--- src/rtl/lsu_mem_port.sv ---
// Load/store unit: one byte-addressed access at a time against a word-addressed
// memory, with sub-word read-modify-write stores and sign/zero-extended loads.
module lsu_mem_port #(
  parameter int unsigned DATA_WIDTH = 32,
  parameter int unsigned ADDR_WIDTH = 32,
  parameter int unsigned MEM_SIZE   = 1024
) (
  input  logic                  clk,
  input  logic                  reset_n,
  input  logic                  req_valid,
  output logic                  req_ready,
  input  logic                  req_is_store,
  input  logic [1:0]            req_size,
  input  logic                  req_unsigned,
  input  logic [ADDR_WIDTH-1:0] req_addr,
  input  logic [DATA_WIDTH-1:0] req_wdata,
  output logic                  resp_valid,
  input  logic                  resp_ready,
  output logic [DATA_WIDTH-1:0] resp_rdata,
  output logic                  resp_fault,
  output logic                  mem_read_enable,
  output logic [ADDR_WIDTH-1:0] mem_read_addr,
  input  logic [DATA_WIDTH-1:0] mem_read_data,
  output logic                  mem_write_enable,
  output logic [ADDR_WIDTH-1:0] mem_write_addr,
  output logic [DATA_WIDTH-1:0] mem_write_data
);

  localparam logic [1:0] S_IDLE  = 2'd0;
  localparam logic [1:0] S_READ  = 2'd1;
  localparam logic [1:0] S_WRITE = 2'd2;
  localparam logic [1:0] S_RESP  = 2'd3;

  localparam logic [1:0] SZ_BYTE = 2'b00;
  localparam logic [1:0] SZ_HALF = 2'b01;
  localparam logic [1:0] SZ_WORD = 2'b10;

  logic [1:0]            state_q, state_d;
  logic                  is_store_q, is_store_d;
  logic [1:0]            size_q, size_d;
  logic                  uns_q, uns_d;
  logic [ADDR_WIDTH-1:0] addr_q, addr_d;
  logic [DATA_WIDTH-1:0] wdata_q, wdata_d;
  logic [DATA_WIDTH-1:0] wr_data_q, wr_data_d;
  logic [DATA_WIDTH-1:0] rdata_q, rdata_d;
  logic                  fault_q, fault_d;

  logic [ADDR_WIDTH-1:0] req_idx, idx_q;
  logic                  req_fault;
  logic [4:0]            lane_sh;
  logic [DATA_WIDTH-1:0] rd_sh, lane_mask, merged, load_ext;

  // Request checks and byte-lane extract/merge helpers
  always_comb begin
    req_idx   = req_addr >> 2;
    idx_q     = addr_q >> 2;
    req_fault = (req_size == 2'b11)
             || ((req_size == SZ_HALF) && req_addr[0])
             || ((req_size == SZ_WORD) && (req_addr[1:0] != 2'b00))
             || (req_idx >= ADDR_WIDTH'(MEM_SIZE));
    lane_sh   = {addr_q[1:0], 3'b000};
    rd_sh     = mem_read_data >> lane_sh;
    lane_mask = ((size_q == SZ_BYTE) ? DATA_WIDTH'(8'hFF) : DATA_WIDTH'(16'hFFFF)) << lane_sh;
    merged    = (mem_read_data & ~lane_mask) | ((wdata_q << lane_sh) & lane_mask);
    case (size_q)
      SZ_BYTE: load_ext = uns_q ? DATA_WIDTH'(rd_sh[7:0])
                                : {{(DATA_WIDTH-8){rd_sh[7]}}, rd_sh[7:0]};
      SZ_HALF: load_ext = uns_q ? DATA_WIDTH'(rd_sh[15:0])
                                : {{(DATA_WIDTH-16){rd_sh[15]}}, rd_sh[15:0]};
      default: load_ext = mem_read_data;
    endcase
  end

  // Next-state and datapath update
  always_comb begin
    state_d    = state_q;
    is_store_d = is_store_q;
    size_d     = size_q;
    uns_d      = uns_q;
    addr_d     = addr_q;
    wdata_d    = wdata_q;
    wr_data_d  = wr_data_q;
    rdata_d    = rdata_q;
    fault_d    = fault_q;
    case (state_q)
      S_IDLE: begin
        if (req_valid && req_ready) begin
          is_store_d = req_is_store;
          size_d     = req_size;
          uns_d      = req_unsigned;
          addr_d     = req_addr;
          wdata_d    = req_wdata;
          wr_data_d  = req_wdata;
          rdata_d    = '0;
          fault_d    = req_fault;
          if (req_fault)                                state_d = S_RESP;
          else if (req_is_store && req_size == SZ_WORD) state_d = S_WRITE;
          else                                          state_d = S_READ;
        end
      end
      S_READ: begin
        if (is_store_q) begin
          wr_data_d = merged;
          state_d   = S_WRITE;
        end else begin
          rdata_d = load_ext;
          state_d = S_RESP;
        end
      end
      S_WRITE: begin
        rdata_d = '0;
        state_d = S_RESP;
      end
      default: begin
        if (resp_ready) begin
          rdata_d = '0;
          fault_d = 1'b0;
          state_d = S_IDLE;
        end
      end
    endcase
  end

  always_ff @(posedge clk or negedge reset_n) begin
    if (!reset_n) begin
      state_q    <= S_IDLE;
      is_store_q <= 1'b0;
      size_q     <= 2'b00;
      uns_q      <= 1'b0;
      addr_q     <= '0;
      wdata_q    <= '0;
      wr_data_q  <= '0;
      rdata_q    <= '0;
      fault_q    <= 1'b0;
    end else begin
      state_q    <= state_d;
      is_store_q <= is_store_d;
      size_q     <= size_d;
      uns_q      <= uns_d;
      addr_q     <= addr_d;
      wdata_q    <= wdata_d;
      wr_data_q  <= wr_data_d;
      rdata_q    <= rdata_d;
      fault_q    <= fault_d;
    end
  end

  // Port drive decoded from the state register so reset clears it at once
  assign req_ready        = (state_q == S_IDLE) && reset_n;
  assign resp_valid       = (state_q == S_RESP);
  assign resp_rdata       = rdata_q;
  assign resp_fault       = fault_q;
  assign mem_read_enable  = (state_q == S_READ);
  assign mem_read_addr    = mem_read_enable ? idx_q : '0;
  assign mem_write_enable = (state_q == S_WRITE);
  assign mem_write_addr   = mem_write_enable ? idx_q : '0;
  assign mem_write_data   = mem_write_enable ? wr_data_q : '0;

endmodule

--- config.mk ---
export PLATFORM = sky130hd
export DESIGN_NAME = lsu_mem_port
export DESIGN_NICKNAME = d
export VERILOG_FILES = /design/src/rtl/lsu_mem_port.sv
export SDC_FILE = /design/constraint.sdc
export NUM_CORES = 1
export LEC_CHECK = 0
export ABC_AREA = 1
export CAP_MARGIN = 20
export CORE_ASPECT_RATIO = 1.75
export CORE_MARGIN = 2
export CORE_UTILIZATION = 47
export CTS_BUF_LIST = sky130_fd_sc_hd__clkbuf_16
export DETAILED_ROUTE_END_ITERATION = 8
export MAX_ROUTING_LAYER = met4
export PLACE_DENSITY = 0.82
export RECOVER_POWER = 100
export SYNTH_ARGS = -nofsm -noshare
export SYNTH_HDL_FRONTEND = slang
export SYNTH_SLANG_ARGS = --single-unit
--- constraint.sdc ---
create_clock -name clk -period 2.4 [get_ports clk]
set_input_delay 0.36 -clock clk [delete_from_list [all_inputs] [get_ports clk]]
set_output_delay 0.36 -clock clk [all_outputs]
set_load 0.005 [all_outputs]
Word-level counts from Yosys, hierarchy flattened
Cells that the tools add are included.

Register bits: 135. Input port bits: 104. Output and inout port bits: 133. Logic and storage cells: 71.

$lt $le $gt $ge: 1. Equal/unequal tests: 10. Shift-type cells: 3. Muxes and demuxes: 23. Bitwise gates (word level): 5. Reductions and logical operators: 20.

Operators with widths (count): $mux 32 (8); $pmux 32 s2 (2); $pmux 32 s3 (1); $and 32x32->32 (2); $mux 30 (2); $not 32->32 (1); $or 32x32->32 (1); $shl 16x5->32 (1); $shl 32x5->32 (1); $shr 32x5->16 (1); $ge 30x11->1 const B (1); $mux 16 (1); $reduce_and 3->1 (3); $eq 2x2->1 const B (4); $mux 2 (4); $eq 2x1->1 const B (3); $pmux 2 s3 (1); $reduce_bool 2->1 (3); $logic_and 1x1->1 (5); $logic_not 2->1 (2); $ne 2x2->1 const B (2); $reduce_and 2->1 (2); $reduce_bool 4->1 (1); $logic_or 1x1->1 (3); 5 further kinds (7).

Longest topological paths before layout
Depth after elaboration: 8. Mapped depth: 12. Gate-level depth less buffers: 11.

Worst setup path after synthesis
No wires, ideal clock.

Kind: register to output. Start: register state_q[1]. End: output mem_read_addr[0]. Data arrival time: 1514 ps. Slack: 526 ps. Cell stages (with the launch flop): 8. Buffers on the path: 3. Cells stage by stage: dfrtp_1 > inv_1 > ha_1 > buf_2 > clkbuf_1 > clkbuf_1 > nand2_1 > inv_1.

Cells in the longest elaborated chain, start to end: 2.

Ends and longest elaborated chain: start, declared (RTL line 38) `logic [1:0] state_q, state_d;`; start signal, assigned (RTL line 136) `state_q <= state_d;`; $eq 2x1->1 (RTL line 153) `assign mem_read_enable = (state_q == S_READ);`; via mem_read_enable (RTL line 21) `output logic mem_read_enable,`; $mux 30 (RTL line 154) `assign mem_read_addr = mem_read_enable ? idx_q : '0;`; end, declared (RTL line 22) `output logic [ADDR_WIDTH-1:0] mem_read_addr,`.

The timed path passes the listed nets, and every way through them passes these cells.

Worst setup path after layout
Start: register state_q[1]. End: output req_ready.

Cells in the longest elaborated chain, start to end: 2.

Ends and longest elaborated chain: $logic_not 2->1 (RTL line 149) `assign req_ready = (state_q == S_IDLE) && reset_n;`; $logic_and 1x1->1 (RTL line 149); end, declared (RTL line 11) `output logic req_ready,`.

No other way between the ends.

==> out/qor.yml <==
outcome:
  status: "complete, but fails checks"
  failed_checks: "capacitance limit, slew limit"
sta:
  drv_slew: 128
  rsz0062_at_grt: "true"
  layout_min_cycle_time_ps: 2360
  skew_ps: 9.42
  setup-tns-final_ps: 0
  hold_viol: 0
  max-slew-margin-rel_pct: -20.0
  period_share_pct: 98.2
  setup_ws_ps: 44.3
  tightest_slew_ps: 1800
  max_freq_mhz: 424
  setup_viol: 0
clock_tree:
  cts.clk_slew.worst_paths_ps: 60
  cts_inserted_buffers: 17
  holdBufCountCts: 0
  h-tree-depth: 4
  cts_tree: "done"
  clock-root-buffer: "clkbuf_16"
  cts_sinks: 127
  clk_latency_ps: 420
  clockBufferDepth: 2
synth:
  yosysTopAreaCell: "dfrtp_1"
  ys_seq_elements: 127
  muxShareOfSynthArea_pct: 4.69
  async_reset_ff_share_pct: 100
  synth_top_area_share_pct: 44.2
  synth_simple_gate_area_share_pct: 22.4
  synth_ff_type: "dfrtp_1"
  synth_edf_count: 0
  yosysWarnings: 0
  synth_xor_area_share_pct: 0
  synth_area_sq_um: 7200
  syn_area_per_cell_sq_um: 7.20
  synth_cell_types: 29
  synth.top_cells.by_area: "dfrtp_1, nand2_1, a21oi_1"
  synthAdderAreaFrac_pct: 0.695
  synth_seq_area_share_pct: 44.2
  synth_top_family_by_area: "simple AND/OR/NAND/NOR gates"
  synthCells: 999
  synth_compound_area_share_pct: 16.1
place:
  dp.cells: 1379
  gp_routability_congestion: 0.999
  dp_worst_setup_slack_ps: 316
  numPortBuffers: 232
  place.detailed.hpwl_um: 18100
critical_path:
  path_class: "reg2out"
  arrival_ps: 2000
  critPathSlowestCell: "clkdlybuf4s50_1"
  crit_chain: "inv_1 > ha_2 > nand2_1 > inv_2 > clkdlybuf4s50_1"
  cp-end-kind: "output pin"
  reg2reg_depth: 8
  critPathMaxStageDelay_ps: 530
  crit_required_ps: 2040
  crit_fanout: 6
  cp-start-kind: "flop"
power:
  vdd_ir_drop_max_mv: 0.809
  leakage_nw: 5.50
  cellPowerDensity_nw_per_um2: 1320
floorplanning:
  core_sq_um: 14900
  num_rows: 59
  ioPinCount: 237
  die_width_um: 97.5
  die_y_um: 168
  die_area_sq_um: 16400
  start_util_pct: 48.3
routing:
  post-route-drc-count: 0
  vias: 7488
  drt_iter0_markers: 658
  dr.pass1.iters: 5
  viasPerCell: 5.29
  wl_um: 24200
  ant_nets: 0
  routedWlPerCell_um: 17.1
global_route:
  antenna_found_initial: 1
  grt_pass1_vias: 7266
  grt_pass1_wl_um: 37700
  overflow: 0
  grt_start_max_net_pins: 128
  grt_use_total_pct: 30.1
layout:
  layoutNonFillerInstCount: 1415
  fill_cells: 1219
  drive_gt1_share_pct: 8.69
  final_util_pct: 69.7
  syn_to_final_growth_pct: 44.4
  final_net_count: 1327
run:
  maxCapViolCount: 1
min_path:
  min_path_type: "in2reg"
  whs_path_depth: 5
## cell usage after synthesis, types with 3 or more instances
library cell	number
nand2_1	313
inv_1	143
dfrtp_1	127
a21oi_1	108
nor2_1	75
o21ai_0	70
mux2_2	30
o211ai_1	24
buf_2	23
clkbuf_1	21
nand3_1	15
buf_1	7
buf_4	7
o21ai_1	7
inv_2	6
ha_1	4
nand2_2	4
o2111ai_1	3
## stage by stage
| step | total power [mW] | cell area [sq um] | hold WS (ps) |
|---|---|---|---|
| 5_1_grt | 14.6 | 10400 | 471 |
| 4_1_cts | 13.5 | 10300 | 149 |
| 3_3_place_gp | 10.6 | 9670 | 468 |
| 6_report | 13.7 | 10400 | 414 |
| 3_5_place_dp | 10.7 | 9670 | 465 |
| 2_1_floorplan | 7.62 | 7210 | 64.4 |
## state kept, by name, indices dropped and copies added (netlist names)
signal and flops:
addr_q 32, resp_rdata 32, wr_data_q 32, wdata_q 24, size_q 2, state_q 2, is_store_q 1, resp_fault 1
uns_q 1
## cell families after synthesis
logic type,after synthesis
AOI/OAI and AO/OA,215
DFF,127
other,1
buffers and inverters,210
adders and majority gates,4
muxes,30
and+or+nand+nor,412
## per-layer routing
layer	GRT usage (%)	share of wire [%]
met1	31.0	34
met2	52.2	53
met3	4.80	5.9
met4	19.8	7.3
met5	-	0
## worst paths after layout
path | start | to | slack (ps)
hold / removal | reset_n | wdata_q[23] | 410
max in group asynchronous | reset_n | state_q[1] | 430
setup reg to reg | addr_q[0] | wr_data_q[18] | 260
setup / recovery | state_q[1] | req_ready | 40
hold reg to reg | resp_rdata[19] | resp_rdata[19] | 480
min in group asynchronous | reset_n | resp_rdata[1] | 670
## worst max-delay path: cells and delay by family (launching register included)
family                   cells  cell delay (ps)
flip-flops                   1              440
adder cells (fa/ha/maj)      1              280
buffers and inverters        3              770
AND/OR/NAND/NOR              1               90
## cells in the final DEF, fill, tap and decap left out, types with 4 or more instances in the layout
| master | instances |
|---|---|
| dlymetal6s2s_1 | 5 |
| inv_2 | 7 |
| nand3_1 | 15 |
| nor2_1 | 75 |
| inv_1 | 143 |
| bufinv_16 | 4 |
| mux2_2 | 30 |
| nand2_1 | 313 |
| clkdlybuf4s50_1 | 203 |
| o211ai_1 | 24 |
| o21ai_0 | 70 |
| o21ai_1 | 7 |
| conb_1 | 4 |
| a21oi_1 | 108 |
| buf_4 | 19 |
| buf_12 | 4 |
| clkinv_4 | 5 |
| dfrtp_1 | 125 |
| dlygate4sd3_1 | 23 |
| clkbuf_16 | 18 |
## final cells by class
type                    instances  area, sq um  share of cell area (%)
diodes                          1         2.50                  0.0241
well taps                     183          229                    2.20
multi-input cells             665         3200                    30.8
clock buffers                  17          425                    4.09
flip-flops and latches        127         3180                    30.6
clock inverters                14          194                    1.87
inverters                     150          563                    5.42
repair buffers                258         2590                    25.0
## power breakdown
| group | leakage, nW | switching, mW | internal, mW |
|---|---|---|---|
| Clock | 0.304 | 0.991 | 1.73 |
| Sequential | 1.54 | 0.695 | 3.11 |
| Combinational | 3.65 | 3.96 | 3.19 |
| Total | 5.50 | 5.65 | 8.03 |
## what timing repair did
item	CTS	global route
endpoints found under the hold margin	0	0
setup buffers	0	3
setup endpoints to repair	84	94
gates resized for setup	3	15
cloned	0	1
(Power assumes the default switching activity.)
